File: src/rtl/order_25d_pkg.sv
// Shared constants, tag type and rank clamp for the 25-element order-statistic scheduler.
package order_25d_pkg;

  localparam int unsigned N_ELEM      = 25;
  localparam int unsigned RANK_W      = 5;
  localparam int unsigned MEDIAN_RANK = 12;
  localparam int unsigned RANK_MAX    = 24;

  typedef struct packed {
    logic              vld;
    logic [RANK_W-1:0] rank;
    logic              last;
  } tag_t;

  function automatic logic [RANK_W-1:0] clamp_rank(input logic [RANK_W-1:0] rank);
    return (rank > RANK_W'(RANK_MAX)) ? RANK_W'(RANK_MAX) : rank;
  endfunction

endpackage

File: src/rtl/order_25d_res_fifo.sv
// Result FIFO for order_25d_sched: synchronous, async active-low reset, MSB-wrap pointers.
module order_25d_res_fifo #(
  parameter int unsigned WIDTH = 65,
  parameter int unsigned DEPTH = 8
) (
  input  logic             clock,
  input  logic             rst_n,
  input  logic             wr,
  input  logic [WIDTH-1:0] wdata,
  input  logic             rd,
  output logic [WIDTH-1:0] rdata,
  output logic             full,
  output logic             empty
);

  localparam int unsigned AW = $clog2(DEPTH);

  logic [WIDTH-1:0] mem [DEPTH];
  logic [AW:0]      wr_ptr_q, rd_ptr_q;
  logic             wr_en, rd_en;

  assign empty = (wr_ptr_q == rd_ptr_q);
  assign full  = (wr_ptr_q[AW] != rd_ptr_q[AW]) && (wr_ptr_q[AW-1:0] == rd_ptr_q[AW-1:0]);
  assign wr_en = wr && !full;
  assign rd_en = rd && !empty;
  // Head is forced to zero when empty so the output is defined out of reset.
  assign rdata = empty ? '0 : mem[rd_ptr_q[AW-1:0]];

  always_ff @(posedge clock or negedge rst_n) begin
    if (!rst_n) begin
      wr_ptr_q <= '0;
      rd_ptr_q <= '0;
    end else begin
      if (wr_en) wr_ptr_q <= wr_ptr_q + 1'b1;
      if (rd_en) rd_ptr_q <= rd_ptr_q + 1'b1;
    end
  end

  always_ff @(posedge clock) begin
    if (wr_en) mem[wr_ptr_q[AW-1:0]] <= wdata;
  end

  write_while_full: assert property (@(posedge clock) disable iff (!rst_n) !(wr && full));

endmodule

File: src/rtl/order_25d_sched.sv
// Valid/ready front end, tag pipe and credit-throttled result FIFO for the 25-element sort net.
// Optional statistics counters are built when ORDER_25D_SCHED_STAT_EN is defined.
module order_25d_sched
  import order_25d_pkg::*;
#(
  parameter int unsigned DSIZE      = 64,
  parameter int unsigned SORT_LAT   = 6,
  parameter int unsigned FIFO_DEPTH = 8
) (
  input  logic                    clock,
  input  logic                    rst_n,
  input  logic                    in_valid,
  output logic                    in_ready,
  input  logic [RANK_W-1:0]       in_rank,
  input  logic                    in_last,
  input  logic [N_ELEM*DSIZE-1:0] sort_d,
  output logic                    out_valid,
  input  logic                    out_ready,
  output logic [DSIZE-1:0]        out_data,
  output logic                    out_last
`ifdef ORDER_25D_SCHED_STAT_EN
  ,
  output logic [31:0]             stat_acc_cnt,
  output logic [31:0]             stat_stall_cnt
`endif
);

  localparam int unsigned CntW = $clog2(FIFO_DEPTH + SORT_LAT + 1);

  tag_t             pipe_q [SORT_LAT];
  tag_t             tag_in, tag_out;
  logic             accept, capture, push, pop;
  logic             fifo_full, fifo_empty;
  logic [CntW-1:0]  inflight_q, inflight_d, occ_q, occ_d;
  logic [CntW:0]    outstanding;
  logic [DSIZE-1:0] sel_data;

  // Credits come from registered counters only, so in_ready never depends on in_valid/out_ready.
  assign outstanding = {1'b0, occ_q} + {1'b0, inflight_q};
  assign in_ready    = outstanding < (CntW+1)'(FIFO_DEPTH);
  assign accept      = in_valid && in_ready;
  assign tag_out     = pipe_q[SORT_LAT-1];
  assign capture     = tag_out.vld;
  assign push        = capture && !fifo_full;
  assign out_valid   = !fifo_empty;
  assign pop         = out_valid && out_ready;
  assign sel_data    = sort_d[int'(tag_out.rank) * DSIZE +: DSIZE];

  always_comb begin
    tag_in = '0;
    if (accept) begin
      tag_in.vld  = 1'b1;
      tag_in.rank = clamp_rank(in_rank);
      tag_in.last = in_last;
    end
  end

  always_ff @(posedge clock or negedge rst_n) begin
    if (!rst_n) begin
      for (int i = 0; i < int'(SORT_LAT); i++) pipe_q[i] <= '0;
    end else begin
      pipe_q[0] <= tag_in;
      for (int i = 1; i < int'(SORT_LAT); i++) pipe_q[i] <= pipe_q[i-1];
    end
  end

  always_comb begin
    inflight_d = inflight_q + CntW'(accept) - CntW'(capture);
    occ_d      = occ_q + CntW'(push) - CntW'(pop);
  end

  always_ff @(posedge clock or negedge rst_n) begin
    if (!rst_n) begin
      inflight_q <= '0;
      occ_q      <= '0;
    end else begin
      inflight_q <= inflight_d;
      occ_q      <= occ_d;
    end
  end

  order_25d_res_fifo #(
    .WIDTH (DSIZE + 1),
    .DEPTH (FIFO_DEPTH)
  ) u_res_fifo (
    .clock (clock),
    .rst_n (rst_n),
    .wr    (capture),
    .wdata ({tag_out.last, sel_data}),
    .rd    (pop),
    .rdata ({out_last, out_data}),
    .full  (fifo_full),
    .empty (fifo_empty)
  );

`ifdef ORDER_25D_SCHED_STAT_EN
  logic [31:0] stat_acc_q, stat_stall_q;

  always_ff @(posedge clock or negedge rst_n) begin
    if (!rst_n) begin
      stat_acc_q   <= '0;
      stat_stall_q <= '0;
    end else begin
      stat_acc_q   <= stat_acc_q + 32'(accept);
      stat_stall_q <= stat_stall_q + 32'(in_valid && !in_ready);
    end
  end

  assign stat_acc_cnt   = stat_acc_q;
  assign stat_stall_cnt = stat_stall_q;
`endif

endmodule

File: config.mk
export PLATFORM = sky130hd
export DESIGN_NAME = order_25d_sched
export DESIGN_NICKNAME = d
export VERILOG_FILES = /design/src/rtl/order_25d_pkg.sv /design/src/rtl/order_25d_res_fifo.sv /design/src/rtl/order_25d_sched.sv
export SDC_FILE = /design/constraint.sdc
export NUM_CORES = 1
export LEC_CHECK = 0
export CORE_AREA = 4 4 651 653
export DETAILED_ROUTE_END_ITERATION = 8
export DIE_AREA = 0 0 655 657
export DONT_BUFFER_PORTS = 1
export PLACE_DENSITY_LB_ADDON = 0.15
export SKIP_LAST_GASP = 1
export SYNTH_ARGS = -nofsm -noshare
export SYNTH_HDL_FRONTEND = slang
export SYNTH_SLANG_ARGS = --single-unit
File: constraint.sdc
create_clock -name clock -period 14.25 [get_ports clock]
set_clock_uncertainty 0.2 [all_clocks]
set_input_delay 2.85 -clock clock [delete_from_list [all_inputs] [get_ports clock]]
set_output_delay 2.85 -clock clock [all_outputs]
set_load 0.02 [all_outputs]
==> impl_metrics.yaml <==
run_status:
  status: "completed"
logic_synthesis:
  synth_warnings: 0
  synth_top_family_by_area: "multiplexers"
  synth-compound-area-share_pct: 6.46
  syn_nets: 3450
  ys.flop_type: "edfxtp_1"
  synth_simple_gate_area_share_pct: 1.38
  synth_edf_count: 520
  synth-xor-area-share_pct: 0.421
  ys_seq_area_share_pct: 51.2
  synth_cell_types: 43
  postSynth.asyncResetShare_pct: 10.0
  synthMuxAreaShare_pct: 36.8
  synthCells: 1825
  synthAdderAreaFrac_pct: 0.608
  synth.avg_cell_area_um2: 18.3
  synthesis.area_um2: 33300
  yosys_register_bits: 578
clock_tree:
  post_cts.repair.setup_buffers: 0
  cts.sinks: 578
  cts.clk_slew.worst_paths_ns: 0.05
  cts_max_level: 3
  worstSkewPairLatency_ns: 0.77
  cts_hold_buf: 0
  cts_tree: "yes"
  cts_max_path_buffers: 4
  cts-root-buf: "clkbuf_16"
  post_cts.resized_instances: 0
  cts_inserted_buffers: 85
place:
  place.gp.congestion: 0.915
  place_area_um2: 40100
  hpwlAfterDp_um: 274000
  portBuffers: 0
min_path:
  hp-start: "pipe_q[13]$_DFF_PN0_"
  hold_path.class: "flop to flop"
  holdPathEnd: "capture$_DFF_PN0_"
  hold_depth: 0
sta:
  min_period_ns: 7.69
  worstMarginPinSlew_ns: 1.39
  finalMaxSlewViolations: 0
  max_freq_mhz: 130
  final-hold-violation-count: 0
  relSlewSlack_pct: 6.87
  setup_tns_ns: 0
  rsz0062_at_grt: "no"
  min_period_over_period_pct: 54.0
  setup_viol: 0
final_layout:
  synthToLayoutAreaGrowth_pct: 29.1
  drive_gt1_share_pct: 40.0
  final_area_um2: 43000
  fin_util_pct: 10.3
  nets: 3430
drt:
  dr.pass1.iters: 5
  via_per_inst: 3.13
  totalWireLength_um: 317000
  detailedRoute.firstIterationViolations: 2241
  wl_per_cell_um: 42.2
  drtAntennaViolNets: 0
  via_count: 23501
  drc: 0
floorplan:
  rows: 238
  die_h_um: 657
  pin_count: 1677
  die_w_um: 655
  start_util_pct: 7.96
  core_um2: 419000
  die_area_um2: 430000
power_and_ir_drop:
  p_clk_share_pct: 24.0
  p_leak_uw: 0.0115
  cellPowerDensity_nw_per_um2: 197
  combPwrFrac_pct: 46.4
  swShare_pct: 43.2
  p_int_uw: 4800
  p_sw_uw: 3650
  p_seq_share_pct: 29.6
  vdd_drop_max_v: 0.0000925
global_routing:
  track_usage_pct: 14.1
  grt_pass1_vias: 23297
  grt_pass1_wl_um: 369000
  overflow: 0
  grt_max_degree: 99
  antenna_found_initial: 409
critical_path:
  rr_worst_depth: 5
  reg2reg_from: "pipe_q[1]$_DFF_PN0_"
  cp-end-kind: "primary output"
  crit_arrival_ns: 4.64
  crit_required_ns: 11.20
  path_max_fanout: 34
  critPathKind: "flop to primary output"
  timing.rr.end: "u_res_fifo.mem[0][38]$_DFFE_PP_"
  r2r_setup_slack_ns: 9.23
  start_kind: "flop"
flow_run:
  maxCapViolCount: 0
cells by family after synthesis:
kind of cell / count (synthesis)
xor gates and xnor gates: 16
buffers and inverters: 205
and+or+nand+nor: 102
muxes: 582
DFF: 578
adders and majority gates: 15
AOI/OAI and AO/OA: 327
worst max-delay path: stages (launching register included):
cell and delay [ns]:
dfrtp_4 0.82, buf_4 0.56, buf_4 0.53, buf_4 0.69, mux4_2 0.59, mux2i_1 0.31, nor2_1 0.20
Yosys cell counts (all sizes together), types with 2 or more instances:
master	n	area (um^2)
edfxtp	520	15600
mux4	513	11600
o22ai	126	788
buf	120	722
nor2	73	274
clkbuf	69	260
a21oi	67	335
mux2i	67	671
a211oi	63	473
a22oi	63	473
dfrtp	58	1450
inv	16	60.1
ha	13	163
xnor2	11	96.3
and3	6	37.5
nand2	5	18.8
xor2	5	43.8
nand2b	3	18.8
a2111oi	2	23.8
a21o	2	15.0
and2	2	15.0
fa	2	40.0
mux2	2	22.5
nand3	2	10.0
nand4	2	12.5
nor3	2	10.0
nor4b	2	23.8
placed cells by master, fill, tap and decap left out, types with 13 or more instances in the layout:
master     instances
a211oi_1          59
a21oi_1           67
a22oi_1           61
buf_4             77
clkbuf_1          15
clkbuf_16         86
clkinv_1          17
dfrtp_1           52
diode_2          114
edfxtp_1         520
ha_1              13
inv_1             14
mux2i_1           67
mux4_2           513
nor2_1            67
o22ai_1          126
flip-flops by register name (all words and copies together), names as in the netlist:
register             flops
capture                  1
u_res_fifo.mem         520
occ_q                    4
u_res_fifo.wr_ptr_q      4
pipe_q                  41
inflight_q               4
u_res_fifo.rd_ptr_q      4
per-layer routing:
layer  up-vias  track usage [%]  share of wire [%]
li1       8233                -                  -
met4       180             2.58                2.5
met1     12213             16.1                 38
met5         -                0               0.39
met2      2055             24.3                 48
met3       820             6.35                 11
power groups by stage:
stage | logic [uW] | clock network, uW | registers (uW)
global route | 4210 | 2190 | 2530
detailed placement | 4120 | 0 | 2550
CTS | 4120 | 2120 | 2520
global placement | 4100 | 0 | 2550
floorplan | 2380 | 0 | 2420
finish | 3920 | 2020 | 2500
per-stage QoR:
step           setup slack, ns  power [uW]  hold WS, ns  cells
5_1_grt                   6.05        8930        0.116   7426
6_report                  6.56        8450        0.120   7503
3_5_place_dp              7.13        6670        0.135   7238
2_1_floorplan             7.92        4800        0.131   1825
3_3_place_gp              7.07        6660        0.132   7238
4_1_cts                   6.23        8760        0.120   7389
layout make-up:
cell class                 instances  area [um^2]
multi-input combinational       1042        15300
timing repair buffer              82          678
inverter                          16         70.1
antenna                          114          285
sequential                       578        17100
clock inverter                    45          350
tap                             5520         6910
fill                           47496       376000
clock buffer                     106         2280
how the worst max path moves through the flow:
| stage | depth (start not counted) | to | slack [ns] | startpoint |
|---|---|---|---|---|
| final | 6 | out_data[36] | 6.56 | u_res_fifo.rd_ptr_q[0]$_DFFE_PN0P_ |
| after global routing | 6 | out_data[36] | 6.05 | u_res_fifo.rd_ptr_q[0]$_DFFE_PN0P_ |
| after CTS | 6 | out_data[36] | 6.23 | u_res_fifo.rd_ptr_q[0]$_DFFE_PN0P_ |
| after detailed placement | 6 | out_data[36] | 7.13 | u_res_fifo.rd_ptr_q[0]$_DFFE_PN0P_ |
| after global placement | 6 | out_data[36] | 7.07 | u_res_fifo.rd_ptr_q[0]$_DFFE_PN0P_ |
| after floorplan | 5 | u_res_fifo.mem[0][0]$_DFFE_PP_ | 7.92 | u_res_fifo.wr_ptr_q[0]$_DFFE_PN0P_ |
(Power assumes the default switching activity.)
